===== src/rtl/mem_access_pkg.sv =====
// rtl/mem_access_pkg.sv - shared types, funct3 codes and lane helpers for the load/store unit
package mem_access_pkg;

   typedef enum logic [1:0] {
      ST_IDLE  = 2'd0,
      ST_ISSUE = 2'd1,
      ST_WAIT  = 2'd2,
      ST_RESP  = 2'd3
   } state_e;

   localparam logic [2:0] F3_B  = 3'b000;
   localparam logic [2:0] F3_H  = 3'b001;
   localparam logic [2:0] F3_W  = 3'b010;
   localparam logic [2:0] F3_BU = 3'b100;
   localparam logic [2:0] F3_HU = 3'b101;

   typedef struct packed {
      logic [3:0]  strb;
      logic [31:0] data;
   } store_lanes_t;

   // Unsigned widths exist only for loads; the alignment rule follows the access width.
   function automatic logic access_ok(input logic we, input logic [2:0] funct3,
                                      input logic [1:0] offset);
      logic ok;
      ok = 1'b0;
      case (funct3)
         F3_B:    ok = 1'b1;
         F3_H:    ok = ~offset[0];
         F3_W:    ok = (offset == 2'b00);
         F3_BU:   ok = ~we;
         F3_HU:   ok = ~we & ~offset[0];
         default: ok = 1'b0;
      endcase
      return ok;
   endfunction

   function automatic logic [31:0] load_extend(input logic [31:0] rdata,
                                               input logic [2:0]  funct3,
                                               input logic [1:0]  offset);
      logic [7:0]  b;
      logic [15:0] h;
      logic [31:0] r;
      b = rdata[{offset, 3'b000} +: 8];
      h = offset[1] ? rdata[31:16] : rdata[15:0];
      case (funct3)
         F3_B:    r = {{24{b[7]}}, b};
         F3_H:    r = {{16{h[15]}}, h};
         F3_W:    r = rdata;
         F3_BU:   r = {24'd0, b};
         F3_HU:   r = {16'd0, h};
         default: r = 32'd0;
      endcase
      return r;
   endfunction

   function automatic store_lanes_t store_lanes(input logic [31:0] wdata,
                                                input logic [2:0]  funct3,
                                                input logic [1:0]  offset);
      store_lanes_t s;
      case (funct3)
         F3_B: begin
            s.strb = 4'b0001 << offset;
            s.data = {4{wdata[7:0]}};
         end
         F3_H: begin
            s.strb = 4'b0011 << offset;
            s.data = {2{wdata[15:0]}};
         end
         F3_W: begin
            s.strb = 4'b1111;
            s.data = wdata;
         end
         default: begin
            s.strb = 4'b0000;
            s.data = 32'd0;
         end
      endcase
      return s;
   endfunction

endpackage


===== src/rtl/mem_access_unit_if.sv =====
// rtl/mem_access_unit_if.sv - execute-side request/response and data-memory port bundle
interface mem_access_unit_if #(
   parameter int ADDR_W = 32
);
   logic              req_valid;
   logic              req_ready;
   logic              req_we;
   logic [2:0]        req_funct3;
   logic [ADDR_W-1:0] req_addr;
   logic [31:0]       req_wdata;
   logic              rsp_valid;
   logic [31:0]       rsp_data;
   logic              rsp_err;
   logic              dmem_req_valid;
   logic              dmem_req_ready;
   logic [ADDR_W-1:0] dmem_addr;
   logic              dmem_we;
   logic [3:0]        dmem_wstrb;
   logic [31:0]       dmem_wdata;
   logic              dmem_rsp_valid;
   logic [31:0]       dmem_rdata;

   // slave: the load/store unit; master: execute stage plus memory model
   modport slave (
      input  req_valid, req_we, req_funct3, req_addr, req_wdata,
             dmem_req_ready, dmem_rsp_valid, dmem_rdata,
      output req_ready, rsp_valid, rsp_data, rsp_err,
             dmem_req_valid, dmem_addr, dmem_we, dmem_wstrb, dmem_wdata
   );

   modport master (
      output req_valid, req_we, req_funct3, req_addr, req_wdata,
             dmem_req_ready, dmem_rsp_valid, dmem_rdata,
      input  req_ready, rsp_valid, rsp_data, rsp_err,
             dmem_req_valid, dmem_addr, dmem_we, dmem_wstrb, dmem_wdata
   );
endinterface


===== src/rtl/mem_align.sv =====
// rtl/mem_align.sv - combinational load extraction/extension and store lane replication
module mem_align
   import mem_access_pkg::*;
(
   input  logic [2:0]  i_funct3,
   input  logic [1:0]  i_offset,
   input  logic        i_we,
   input  logic [31:0] i_rdata,
   input  logic [31:0] i_wdata,
   output logic [31:0] o_load_data,
   output logic [3:0]  o_wstrb,
   output logic [31:0] o_wdata
);
   store_lanes_t w_lanes;

   assign w_lanes     = store_lanes(i_wdata, i_funct3, i_offset);
   // Stores report zero data and loads never drive strobes.
   assign o_load_data = i_we ? 32'd0 : load_extend(i_rdata, i_funct3, i_offset);
   assign o_wstrb     = i_we ? w_lanes.strb : 4'd0;
   assign o_wdata     = w_lanes.data;
endmodule


===== src/rtl/mem_access_unit.sv =====
// rtl/mem_access_unit.sv - MEM-stage load/store FSM; MEM_ACCESS_TIMEOUT_EN adds a response watchdog
module mem_access_unit
   import mem_access_pkg::*;
#(
   parameter int ADDR_W         = 32,
   parameter int TIMEOUT_CYCLES = 255
) (
   input  logic             clk,
   input  logic             rst_n,
   mem_access_unit_if.slave bus
);
   localparam logic [1:0] S_IDLE  = ST_IDLE;
   localparam logic [1:0] S_ISSUE = ST_ISSUE;
   localparam logic [1:0] S_WAIT  = ST_WAIT;
   localparam logic [1:0] S_RESP  = ST_RESP;

   logic [1:0]        r_state;
   logic              r_we;
   logic [2:0]        r_funct3;
   logic [ADDR_W-1:0] r_addr;
   logic [31:0]       r_wdata;
   logic [31:0]       r_rsp_data;
   logic              r_rsp_err;

   logic              w_req_ok;
   logic              w_timeout;
   logic [31:0]       w_load_data;
   logic [3:0]        w_wstrb;
   logic [31:0]       w_wdata;

   assign w_req_ok = access_ok(bus.req_we, bus.req_funct3, bus.req_addr[1:0]);

`ifdef MEM_ACCESS_TIMEOUT_EN
   localparam int CNT_W = $clog2(TIMEOUT_CYCLES + 1);
   logic [CNT_W-1:0] r_wait_cnt;

   always_ff @(posedge clk or negedge rst_n) begin
      if (!rst_n) begin
         r_wait_cnt <= '0;
      end else if (r_state == S_ISSUE && bus.dmem_req_ready) begin
         r_wait_cnt <= '0;
      end else if (r_state == S_WAIT) begin
         r_wait_cnt <= r_wait_cnt + 1'b1;
      end
   end

   // The count reads LIMIT-1 during the LIMIT-th WAIT cycle; a response that cycle wins.
   assign w_timeout = (r_state == S_WAIT) && !bus.dmem_rsp_valid &&
                      (r_wait_cnt == CNT_W'(TIMEOUT_CYCLES - 1));
`else
   logic w_unused_timeout;
   assign w_unused_timeout = (TIMEOUT_CYCLES != 0);
   assign w_timeout        = 1'b0;
`endif

   always_ff @(posedge clk or negedge rst_n) begin
      if (!rst_n) begin
         r_state    <= S_IDLE;
         r_we       <= 1'b0;
         r_funct3   <= 3'd0;
         r_addr     <= '0;
         r_wdata    <= 32'd0;
         r_rsp_data <= 32'd0;
         r_rsp_err  <= 1'b0;
      end else begin
         case (r_state)
            S_IDLE: begin
               if (bus.req_valid) begin
                  r_we     <= bus.req_we;
                  r_funct3 <= bus.req_funct3;
                  r_addr   <= bus.req_addr;
                  r_wdata  <= bus.req_wdata;
                  if (w_req_ok) begin
                     r_state <= S_ISSUE;
                  end else begin
                     r_state    <= S_RESP;
                     r_rsp_err  <= 1'b1;
                     r_rsp_data <= 32'd0;
                  end
               end
            end
            S_ISSUE: begin
               if (bus.dmem_req_ready) begin
                  r_state <= S_WAIT;
               end
            end
            S_WAIT: begin
               if (bus.dmem_rsp_valid) begin
                  r_state    <= S_RESP;
                  r_rsp_err  <= 1'b0;
                  r_rsp_data <= w_load_data;
               end else if (w_timeout) begin
                  r_state    <= S_RESP;
                  r_rsp_err  <= 1'b1;
                  r_rsp_data <= 32'd0;
               end
            end
            S_RESP:  r_state <= S_IDLE;
            default: r_state <= S_IDLE;
         endcase
      end
   end

   mem_align u_align (
      .i_funct3    (r_funct3),
      .i_offset    (r_addr[1:0]),
      .i_we        (r_we),
      .i_rdata     (bus.dmem_rdata),
      .i_wdata     (r_wdata),
      .o_load_data (w_load_data),
      .o_wstrb     (w_wstrb),
      .o_wdata     (w_wdata)
   );

   assign bus.req_ready      = (r_state == S_IDLE);
   assign bus.rsp_valid      = (r_state == S_RESP);
   assign bus.rsp_data       = r_rsp_data;
   assign bus.rsp_err        = r_rsp_err;
   assign bus.dmem_req_valid = (r_state == S_ISSUE);
   assign bus.dmem_addr      = {r_addr[ADDR_W-1:2], 2'b00};
   assign bus.dmem_we        = r_we;
   assign bus.dmem_wstrb     = w_wstrb;
   assign bus.dmem_wdata     = w_wdata;
endmodule


===== src/flat_wrapper.sv =====
// flat-port wrapper written by rule: the top's interface ports become plain ports
module mem_access_unit_flat import mem_access_pkg::*;
#(
   parameter int ADDR_W         = 32,
   parameter int TIMEOUT_CYCLES = 255
)
  (clk, rst_n, bus_req_valid, bus_req_we, bus_req_funct3, bus_req_addr, bus_req_wdata, bus_dmem_req_ready, bus_dmem_rsp_valid, bus_dmem_rdata, bus_req_ready, bus_rsp_valid, bus_rsp_data, bus_rsp_err, bus_dmem_req_valid, bus_dmem_addr, bus_dmem_we, bus_dmem_wstrb, bus_dmem_wdata);
  mem_access_unit_if #(.ADDR_W(ADDR_W)) bus_i ();
  input  logic clk;
  input  logic rst_n;
  input wire logic [$bits(bus_i.req_valid)-1:0] bus_req_valid;
  input wire logic [$bits(bus_i.req_we)-1:0] bus_req_we;
  input wire logic [$bits(bus_i.req_funct3)-1:0] bus_req_funct3;
  input wire logic [$bits(bus_i.req_addr)-1:0] bus_req_addr;
  input wire logic [$bits(bus_i.req_wdata)-1:0] bus_req_wdata;
  input wire logic [$bits(bus_i.dmem_req_ready)-1:0] bus_dmem_req_ready;
  input wire logic [$bits(bus_i.dmem_rsp_valid)-1:0] bus_dmem_rsp_valid;
  input wire logic [$bits(bus_i.dmem_rdata)-1:0] bus_dmem_rdata;
  output wire logic [$bits(bus_i.req_ready)-1:0] bus_req_ready;
  output wire logic [$bits(bus_i.rsp_valid)-1:0] bus_rsp_valid;
  output wire logic [$bits(bus_i.rsp_data)-1:0] bus_rsp_data;
  output wire logic [$bits(bus_i.rsp_err)-1:0] bus_rsp_err;
  output wire logic [$bits(bus_i.dmem_req_valid)-1:0] bus_dmem_req_valid;
  output wire logic [$bits(bus_i.dmem_addr)-1:0] bus_dmem_addr;
  output wire logic [$bits(bus_i.dmem_we)-1:0] bus_dmem_we;
  output wire logic [$bits(bus_i.dmem_wstrb)-1:0] bus_dmem_wstrb;
  output wire logic [$bits(bus_i.dmem_wdata)-1:0] bus_dmem_wdata;
  assign bus_i.req_valid = bus_req_valid;
  assign bus_i.req_we = bus_req_we;
  assign bus_i.req_funct3 = bus_req_funct3;
  assign bus_i.req_addr = bus_req_addr;
  assign bus_i.req_wdata = bus_req_wdata;
  assign bus_i.dmem_req_ready = bus_dmem_req_ready;
  assign bus_i.dmem_rsp_valid = bus_dmem_rsp_valid;
  assign bus_i.dmem_rdata = bus_dmem_rdata;
  assign bus_req_ready = bus_i.req_ready;
  assign bus_rsp_valid = bus_i.rsp_valid;
  assign bus_rsp_data = bus_i.rsp_data;
  assign bus_rsp_err = bus_i.rsp_err;
  assign bus_dmem_req_valid = bus_i.dmem_req_valid;
  assign bus_dmem_addr = bus_i.dmem_addr;
  assign bus_dmem_we = bus_i.dmem_we;
  assign bus_dmem_wstrb = bus_i.dmem_wstrb;
  assign bus_dmem_wdata = bus_i.dmem_wdata;
  mem_access_unit #(.ADDR_W(ADDR_W), .TIMEOUT_CYCLES(TIMEOUT_CYCLES)) u_core (.clk(clk), .rst_n(rst_n), .bus(bus_i));
endmodule

===== config.mk =====
export PLATFORM = sky130hd
export DESIGN_NAME = mem_access_unit_flat
export DESIGN_NICKNAME = d
export VERILOG_FILES = /design/src/rtl/mem_access_pkg.sv /design/src/rtl/mem_access_unit_if.sv /design/src/rtl/mem_align.sv /design/src/rtl/mem_access_unit.sv /design/src/flat_wrapper.sv
export SDC_FILE = /design/constraint.sdc
export NUM_CORES = 1
export LEC_CHECK = 0
export ABC_AREA = 0
export BUFFER_PORTS_ARGS = -buffer_cell sky130_fd_sc_hd__buf_2
export CAP_MARGIN = 25
export CORE_MARGIN = 3
export CORE_UTILIZATION = 51
export CTS_CLUSTER_DIAMETER = 30
export DETAILED_ROUTE_END_ITERATION = 8
export PLACE_DENSITY = 0.8
export SLEW_MARGIN = 20
export SYNTH_ARGS = -nofsm -noshare
export SYNTH_HDL_FRONTEND = slang
export SYNTH_HIERARCHICAL = 1
export SYNTH_SLANG_ARGS = --single-unit

===== constraint.sdc =====
create_clock -name clk -period 1.9 [get_ports clk]
set_input_delay 0.38 -clock clk [delete_from_list [all_inputs] [get_ports clk]]
set_output_delay 0.38 -clock clk [all_outputs]
set_load 0.02 [all_outputs]

Word-level counts from Yosys, hierarchy flattened:

Cells that the tools add are included.

* bitwise logic cells: 3
* reduce and logical (&&, ||, !) cells: 8
* mux-type cells: 19
* eq/ne operators: 15
* shift-type cells: 3

Operators by type and width (number)
* case mux 32 bit (5 select lines): 1
* 2-to-1 mux 32 bit: 4
* case mux 36 bit (3 select lines): 1
* case mux 32 bit (2 select lines): 1
* variable part select 32 x 6 -> 8 bit: 1
* 2-to-1 mux 16 bit: 1
* == test 3 bit, second input constant: 4
* 2-to-1 mux 2 bit: 4
* != test 2 bit, second input constant: 4
* case mux 2 bit (4 select lines): 1
* == test 3 x 1 -> 1 bit, second input constant: 2
* == test 3 x 2 -> 1 bit, second input constant: 2
* logical NOT 3 bit: 2
* case mux 1 bit (5 select lines): 1
* == test 2 bit, second input constant: 2
* logical NOT 2 bit: 2
* 2-to-1 mux 4 bit: 1
* AND reduction 4 bit: 1
* << shifter 1 x 2 -> 4 bit, first input constant: 1
* << shifter 2 x 2 -> 4 bit, first input constant: 1
* 2-to-1 mux 1 bit: 3
* AND reduction 3 bit: 1
* == test 2 x 1 -> 1 bit, second input constant: 1
* inverter 1 bit: 2
* 4 further kinds: 4

* flip-flop bits (word level): 103
* output and inout bits: 105

Logic depth before layout (Yosys ltp):

Gate-level depths: netlist of the first run.

* depth after elaboration: 6
* mapped depth: 8
* mapped depth without buffers: 6

By module:

Netlist of the first run, hierarchy kept.

Modules (own cells, without submodules)
* mem_access_unit: cells an instance 342, sequential area each 2577.5 um^2, times used 1, area each 4445.5 um^2
* mem_align: cells an instance 231, sequential area each 0.0 um^2, times used 1, area each 1446.4 um^2

Worst setup path before layout of the first run:

No wires, ideal clock.

* path kind: reg-to-output
* from: register u_core.r_funct3[1]
* to: output port bus_dmem_wstrb[3]
* data required time: 1520 ps
* cell stages (with the launch flop): 6
* arrival time: 1520 ps
* buffers on the path: 3
* path slack: 0 ps
* cell sequence: dfrtp_1 buf_2 buf_2 buf_2 a21oi_1 a21boi_0

* cells in the longest elaborated chain, start to end: 3

Ends and longest elaborated chain
* start: declaration: RTL line mem_access_unit.sv:19 `logic [2:0] r_funct3;`
* start signal: assignment: RTL line mem_access_unit.sv:70 `r_funct3 <= bus.req_funct3;`
* == test 3 x 2 -> 1 bit, or another cell as far along: RTL line mem_access_pkg.sv:61 `case (funct3)`
* case mux 36 bit (3 select lines) *: RTL line mem_access_pkg.sv:61
* 2-to-1 mux 4 bit *: RTL line mem_align.sv:19 `assign o_wstrb = i_we ? w_lanes.strb : 4'd0;`
* end: declaration: RTL line flat_wrapper.sv:26 `output wire logic [$bits(bus_i.dmem_wstrb)-1:0] bus_dmem_wstrb;`

Every way passes the cells marked *; elsewhere a longest branch is shown, timed or not.

Final worst setup path of the first run:

* from: register u_core.r_funct3[0]
* to: output port bus_dmem_wdata[22]

* cells in the longest elaborated chain, start to end: 2

Ends and longest elaborated chain
* == test 3 x 2 -> 1 bit, or another cell as far along: RTL line mem_access_pkg.sv:61
* case mux 36 bit (3 select lines) *: RTL line mem_access_pkg.sv:61
* end: declaration: RTL line flat_wrapper.sv:27 `output wire logic [$bits(bus_i.dmem_wdata)-1:0] bus_dmem_wdata;`

Marks and branches as above.

==> run summary, run 1 <==
Pwr Total -> 14.3 mW
CTS Sinks -> 103
Clock transition at path regs -> 0.07 ns
top-count cell post-synth -> dfrtp_1
Max Transition Viols Final -> 0
Core ar. -> 11100 um^2
Hold Crit Class -> input pin to flop
RSZ-0062 raised after global routing -> yes
area of the multi-input gates -> 2910 um^2
run status -> complete, but fails checks
Layout fillers -> 846
worst setup path startpoint -> u_core/r_funct3[0]$_DFFE_PN0P_
Post-synth ARST share -> 100%
sequential area share after synthesis -> 43.7%
Syn. warnings -> 6
fin crit share -> 108%
cell chain of the critical path -> buf_12 -> nor2b_4 -> buf_6 -> nand2_1 -> a21oi_2 -> buf_4
IO buf count -> 207
violated checks -> setup timing
CP max FO -> 18
Initial Utilization -> 53.2%
Cells after Synth -> 573
reg2reg start -> u_core/r_funct3[0]$_DFFE_PN0P_
met1 wire length -> 5930 um
fin crit period -> 2.06 ns
Via density -> 5.50
# diodes -> 0
Slowest-stage cell, CP -> dfrtp_2
CP arrival -> 1.68 ns
CTS tree -> yes
top_reg_cell synth -> dfrtp_1
Crit Path Class -> flop to primary output
WL met2 -> 7880 um
worst hold slack -> 0.260 ns
area delta synth->final -> 29.5%
non-filler cells, final -> 894
final antenna-violating net count -> 0
Commonest cells post-synth -> 103 x dfrtp_1, 84 x mux2_2, 82 x nand2_1
library cells used by synthesis -> 41
worst-case clock buffer depth -> 2
Synth Register Bits -> 103
clk_skew -> 0.00443 ns
fin util -> 68.9%
peak supply drop -> 1.29 mV
maximum clock rate -> 0.486 GHz
nets -> 860
1st-pass router iterations -> 4
final hold violations -> 0
syn_area_per_cell -> 10.3 um^2
clock latency on the worst-skew pair -> 0.35 ns
largest net degree at the start of global routing -> 70
Setup violations, final -> 35
area leader, netlist -> dfrtp_1
Die H -> 113 um
critical path's top delay family -> buffers and inverters
DR DRC count -> 0
first-pass GRT wire length -> 24900 um
worst setup margin -> -0.159 ns
CTS buffer count -> 9
Post-Syn Area -> 5890 um^2
layout cell share with drive strength beyond 1 -> 51.9%
# H-tree levels -> 3
Die Footprint -> 12900 um^2
row count -> 38
antenna violations before repair -> 0
WP buf/inv -> 3
grt ovf -> 0
Detail Route met3 WL -> 1540 um
Placed Instances -> 870
CP Launch Type -> flop
via count -> 4919
max incr delay on CP -> 0.46 ns
Leak -> 3.73 nW
Root Buffer -> clkbuf_16
Req. time, crit path -> 1.52 ns
Total GRT Usage -> 24.2%
hold_sp -> bus_req_wdata[7]
# IOs -> 210
number of enable flip-flop cells after synthesis -> 0
Top Layer Used -> met4
top post-synthesis cells by area -> dfrtp_1 44%, mux2_2 16%, mux2i_1 5.6%
number of global-route vias before repair -> 5167
PD cells -> 1880 nW/um^2
routed len/inst -> 17.7 um
final wirelength -> 15800 um
MaxCap Viol Count -> 0
dpl hpwl -> 11200 um
storage element area -> 2580 um^2
share of the synthesized area in the top cell type -> 43.7%
Placer Congestion -> 0.886
initial drt markers -> 182
Critical Path Sink Type -> primary output
die width -> 113 um
-- registers in the layout, summed over array words and instances, names as in the netlist --
signal               cells
u_core/bus.rsp_data     32
u_core/bus.dmem_we       1
u_core/r_funct3          3
u_core/r_state           2
u_core/r_wdata          32
u_core/r_addr           32
u_core/bus.rsp_err       1
-- cell usage in the layout, fill, tap and decap left out, types with 2 or more instances in the layout --
cell type	instances
nor2b_2	2
dfrtp_1	100
dfrtp_2	3
clkbuf_8	4
a31oi_1	7
mux2i_1	33
a221oi_1	2
nand2b_1	2
buf_6	26
and2_4	2
o21ai_0	5
a21oi_1	30
nand2b_4	9
mux2_2	84
conb_1	2
a21oi_4	2
a32oi_4	2
nor4_1	2
buf_12	5
a22oi_1	8
nor2_1	4
clkbuf_16	9
a21oi_2	13
a21o_1	16
nand2_1	81
or3_1	2
buf_2	170
a32oi_1	7
a31oi_2	10
nand2_2	3
and2_1	6
inv_1	37
ha_1	3
buf_4	35
nand3_1	9
-- final cells by class --
type | count | share of cell area (%)
multi-input cells | 360 | 38.2
flip-flops and latches | 103 | 33.8
repair buffers | 238 | 20.1
clock buffers | 14 | 3.72
well taps | 140 | 2.30
inverters | 39 | 1.92
-- per-layer routing --
layer	up-vias	GRT usage [%]
li1	2271	-
met1	2376	27.7
met2	233	41.8
met3	39	7.59
met4	0	10.1
met5	-	0
-- final timing paths --
kind / end / slack, ns / cells after the start
max: bus_dmem_wdata[22] / -0.16 / 6
min: u_core/r_wdata[7]$_DFFE_PN0P_ / 0.26 / 2
max reg2reg: u_core/bus.rsp_data[31]$_DFFE_PN0P_ / 0.09 / 8
min reg2reg: u_core/r_addr[2]$_DFFE_PN0P_ / 0.51 / 1
max in group asynchronous: u_core/r_addr[17]$_DFFE_PN0P_ / 0.77 / 3
min in group asynchronous: u_core/bus.rsp_data[22]$_DFFE_PN0P_ / 0.47 / 2
-- power by group --
part | leakage, nW | internal [mW] | switching, mW
clock | 0.141 | 1.02 | 0.767
sequential | 1.28 | 3.24 | 0.767
combinational | 2.31 | 3.82 | 4.73
-- repair_timing --
action	4_1_cts	5_1_grt
setup endpoints to repair	36	64
resized for setup	72	42
pin swaps	0	8
buffers inserted	4	3
cloned	1	1
hold endpoints to repair	21	0
hold buffers	1	0
-- worst register-to-register path: cells and delay by family (launching register included) --
kind                   cells  cell delay, ns
flip-flops                 1            0.46
buffers and inverters      3            0.45
AND/OR/NAND/NOR            3            0.48
AO/OA/AOI/OAI              1            0.21
multiplexers               1            0.14
-- through the flow --
stage	setup WS (ns)	area [um^2]	setup TNS, ns
CTS	-0.133	7430	-3.10
detailed placement	0.0311	6860	0
finish	-0.159	7630	-3.06
floorplan	0.0000181	5900	0
global placement	0.0737	6860	0
global route	-0.225	7630	-5.43
-- logic make-up after synthesis --
kind of cell	Yosys count	share of synthesized area (%)
other	1	0.0636
AO/OA/AOI/OAI	105	12.6
AND/OR/NAND/NOR	131	10.5
buffers and inverters	112	10.5
flip-flops	103	43.7
multiplexers	117	21.7
adder cells (fa/ha/maj)	4	0.849
Note: power is estimated with default switching activity, not from simulation.
==> run 2, diff against run 1 <==
Settings changed: ABC_AREA 0 to 1, CORE_UTILIZATION 51 to 49, PLACE_DENSITY 0.8 to 0.78, SYNTH_HIERARCHICAL 1 to not set.
==> run 2 against run 1 <==
Net effect:
- the flow still finishes with violations (setup timing)
- sequential power decreased by 6.5%
- final area decreased by 1.4%
- core utilization up 2.4 points
- register-to-register slack improved by 0.03 ns
- cell count grew 8.8%
- clock power is 22% lower
- clock skew is 0.022 ns higher
- maximum frequency is 3.8% lower
- largest power group unchanged
==> run summary, run 2 <==
clk_skew -> 0.0267 ns (was 0.00443 ns)
sw frac -> 46.3% (was 43.7%)
Comb pwr share -> 58.8% (was 59.6%)
final antenna-violating net count -> 0 (unchanged)
initial drt markers -> 523 (was 182)
Initial Utilization -> 51.4% (was 53.2%)
final wirelength -> 17600 um (was 15800 um)
DR DRC count -> 0 (unchanged)
GRT busiest layer -> met2 (unchanged)
Setup violations, final -> 36 (was 35)
worst setup path startpoint -> u_core.r_funct3[2]$_DFFE_PN0P_ (was u_core/r_funct3[0]$_DFFE_PN0P_)
Placer Congestion -> 0.860 (was 0.886)
Core ar. -> 10600 um^2 (was 11100 um^2)
Setup TNS -> -5.56 ns (was -3.06 ns)
Post-Syn Area -> 5420 um^2 (was 5890 um^2)
run status -> complete, but fails checks (unchanged)
library cells used by synthesis -> 34 (was 41)
cell chain of the critical path -> nor2_4 -> buf_6 -> nand2_8 -> nand2_2 -> buf_6 -> nand2_1 -> nand2_2 -> buf_6 (was buf_12 -> nor2b_4 -> buf_6 -> nand2_1 -> a21oi_2 -> buf_4)
Via density -> 5.37 (was 5.50)
peak supply drop -> 1.36 mV (was 1.29 mV)
Total GRT Usage -> 27.0% (was 24.2%)
Hold Crit Class -> input pin to flop (unchanged)
Pwr Total -> 12.4 mW (was 14.3 mW)
worst hold slack -> 0.214 ns (was 0.260 ns)
CP Launch Type -> flop (unchanged)
storage element area -> 2580 um^2 (about the same)
GRT met3 Usage -> 8.24% (was 7.59%)
top-count cell post-synth -> nand2_1 (was dfrtp_1)
worst reg2reg endpoint -> u_core.bus.rsp_data[12]$_DFFE_PN0P_ (was u_core/bus.rsp_data[31]$_DFFE_PN0P_)
clock group share of total power -> 11.2% (was 12.4%)
maximum clock rate -> 0.467 GHz (was 0.486 GHz)
CP max FO -> 7 (was 18)
share of the synthesized area in the top cell type -> 47.5% (was 43.7%)
via count -> 5223 (was 4919)
non-filler cells, final -> 973 (was 894)
PD cells -> 1660 nW/um^2 (was 1880 nW/um^2)
clock latency on the worst-skew pair -> 0.38 ns (was 0.35 ns)
worst setup margin -> -0.241 ns (was -0.159 ns)
MaxCap Viol Count -> 0 (unchanged)
first-pass GRT wire length -> 27000 um (was 24900 um)
final hold violations -> 0 (unchanged)
Sw Pwr -> 5.77 mW (was 6.27 mW)
row count -> 37 (was 38)
reg2reg start -> u_core.r_state[1]$_DFFE_PN0P_ (was u_core/r_funct3[0]$_DFFE_PN0P_)
number of global-route vias before repair -> 5418 (was 5167)
grt ovf -> 0 (unchanged)
Leak -> 4.22 nW (was 3.73 nW)
Layout fillers -> 804 (was 846)
# diodes -> 0 (unchanged)
worst reg2reg setup slack -> 0.12 ns (was 0.09 ns)
max incr delay on CP -> 0.47 ns (was 0.46 ns)
worst-case clock buffer depth -> 2 (unchanged)
most frequent cells in the layout -> 210 x nand2_1, 170 x buf_2, 101 x dfrtp_1 (was 170 x buf_2, 100 x dfrtp_1, 84 x mux2_2)
fin crit share -> 113% (was 108%)
routed len/inst -> 18.1 um (was 17.7 um)
largest net degree at the start of global routing -> 39 (was 70)
cell mode on critical path -> buf_6
RSZ-0062 raised after global routing -> yes (unchanged)
area leader, netlist -> dfrtp_1 (unchanged)
Post-synth ARST share -> 100% (unchanged)
area of the multi-input gates -> 2680 um^2 (was 2910 um^2)
commonest non-fill, non-tap cell in the layout -> nand2_1 (was buf_2)
Pint -> 6.68 mW (was 8.08 mW)
Cells after Synth -> 623 (was 573)
dpl hpwl -> 11200 um (about the same)
fin util -> 71.2% (was 68.9%)
fin crit period -> 2.14 ns (was 2.06 ns)
# H-tree levels -> 3 (unchanged)
layout cell share with drive strength beyond 1 -> 49.7% (was 51.9%)
Slowest-stage cell, CP -> dfrtp_2 (unchanged)
IO buf count -> 207 (unchanged)
Clock transition at path regs -> 0.13 ns (was 0.07 ns)
routing usage on met1 -> 32.8% (was 27.7%)
Reg power frac -> 30.1% (was 27.9%)
Commonest cells post-synth -> 237 x nand2_1, 103 x dfrtp_1, 53 x mux2_2 (was 103 x dfrtp_1, 84 x mux2_2, 82 x nand2_1)
pre-CTS WS -> -0.00863 ns (was 0.0311 ns)
antenna violations before repair -> 0 (unchanged)
worst rel slew slack -> 63.6%
Die Footprint -> 12400 um^2 (was 12900 um^2)
sequential area share after synthesis -> 47.5% (was 43.7%)
# IOs -> 210 (unchanged)
CTS buffer count -> 9 (unchanged)
area delta synth->final -> 38.6% (was 29.5%)
Placed Instances -> 939 (was 870)
CP arrival -> 1.76 ns (was 1.68 ns)
CTS Sinks -> 103 (unchanged)
Critical Path Sink -> bus_dmem_wdata[13] (was bus_dmem_wdata[22])
Worst Reg-to-Reg Cells -> 9 (was 8)
die width -> 111 um (was 113 um)
Worst Tran Pin Value -> 0.543 ns
top post-synthesis cells by area -> dfrtp_1 48%, nand2_1 16%, mux2_2 11% (was dfrtp_1 44%, mux2_2 16%, mux2i_1 5.6%)
Root Buffer -> clkbuf_8 (was clkbuf_16)
Syn. warnings -> 0 (was 6)
Synth Register Bits -> 103 (unchanged)
cell area after layout -> 7520 um^2 (was 7630 um^2)
DP Area -> 6540 um^2 (was 6860 um^2)
Max Transition Viols Final -> 0 (unchanged)
violated checks -> setup timing (unchanged)
Crit Path Class -> flop to primary output (unchanged)
CTS tree -> yes (unchanged)
Global Route met2 Usage -> 45.4% (was 41.8%)
syn_area_per_cell -> 8.71 um^2 (was 10.3 um^2)
1st-pass router iterations -> 5 (was 4)
Critical Path Sink Type -> primary output (unchanged)
Die H -> 111 um (was 113 um)
top_reg_cell synth -> dfrtp_1 (unchanged)
nets -> 941 (was 860)
number of enable flip-flop cells after synthesis -> 0 (unchanged)
Req. time, crit path -> 1.52 ns (about the same)
## run 2: worst min-delay path by stage
stage	slack, ns	endpoint	startpoint	depth (start not counted)
after floorplan	0.08	u_core.bus.dmem_we$_DFFE_PN0P_	rst_n	0
after global placement	0.39	u_core.r_addr[22]$_DFFE_PN0P_	rst_n	1
after detailed placement	0.39	u_core.r_addr[24]$_DFFE_PN0P_	rst_n	1
after CTS	0.22	u_core.r_addr[5]$_DFFE_PN0P_	bus_req_addr[5]	2
after global routing	0.20	u_core.r_wdata[19]$_DFFE_PN0P_	bus_req_wdata[19]	2
final	0.21	u_core.r_wdata[15]$_DFFE_PN0P_	bus_req_wdata[15]	2
## run 2: metal layers
layer / vias to the layer above / part of all wire, %
met4: 0 / 3.0
met2: 333 / 51
met5: - / 0
met1: 2474 / 36
li1: 2375 / -
met3: 41 / 10
## run 2: power by group through the flow
stage	clock [mW]	combinational, mW	sequential (mW)
2_1_floorplan	0	4.21	3.61
3_3_place_gp	0	5.67	3.55
3_5_place_dp	0	5.82	3.61
4_1_cts	1.39	6.84	3.61
5_1_grt	1.49	7.82	3.84
6_report	1.39	7.31	3.74
## run 2: what timing repair did
| item | 4_1_cts | 5_1_grt |
|---|---|---|
| cloned | 2 | 0 |
| endpoints found under the hold margin | 3 | 0 |
| gates resized for setup | 125 | 61 |
| pin swaps | 14 | 6 |
| setup buffers | 12 | 6 |
| hold buffers | 1 | 0 |
| setup endpoints to repair | 41 | 69 |
## run 2: layout make-up
type	instances	area share, %
Timing Repair inverter	1	0.216
Sequential cell	103	34.3
Multi-Input combinational cell	433	35.6
Tap cell	136	2.26
Clock inverter	6	0.682
Inverter	30	1.80
Timing Repair Buffer	254	23.3
Clock buffer	10	1.83
## run 2: cells by family (layout without fill, tap and decap cells)
kind of cell	count (synthesis)	after routing	synth area share, %
AO/OA/AOI/OAI	44	44	4.73
adder cells (fa/ha/maj)	4	4	0.923
buffers and inverters	89	301	9.41
flip-flops	103	103	47.5
multiplexers	53	53	11.0
other	1	2	0.0691
AND/OR/NAND/NOR	329	330	26.3
## run 2: critical path: cells and delay by family (launching register included)
family                 cells  cell delay (ns)
DFF                        1             0.47
buffers and inverters      3             0.40
and+or+nand+nor            5             0.51
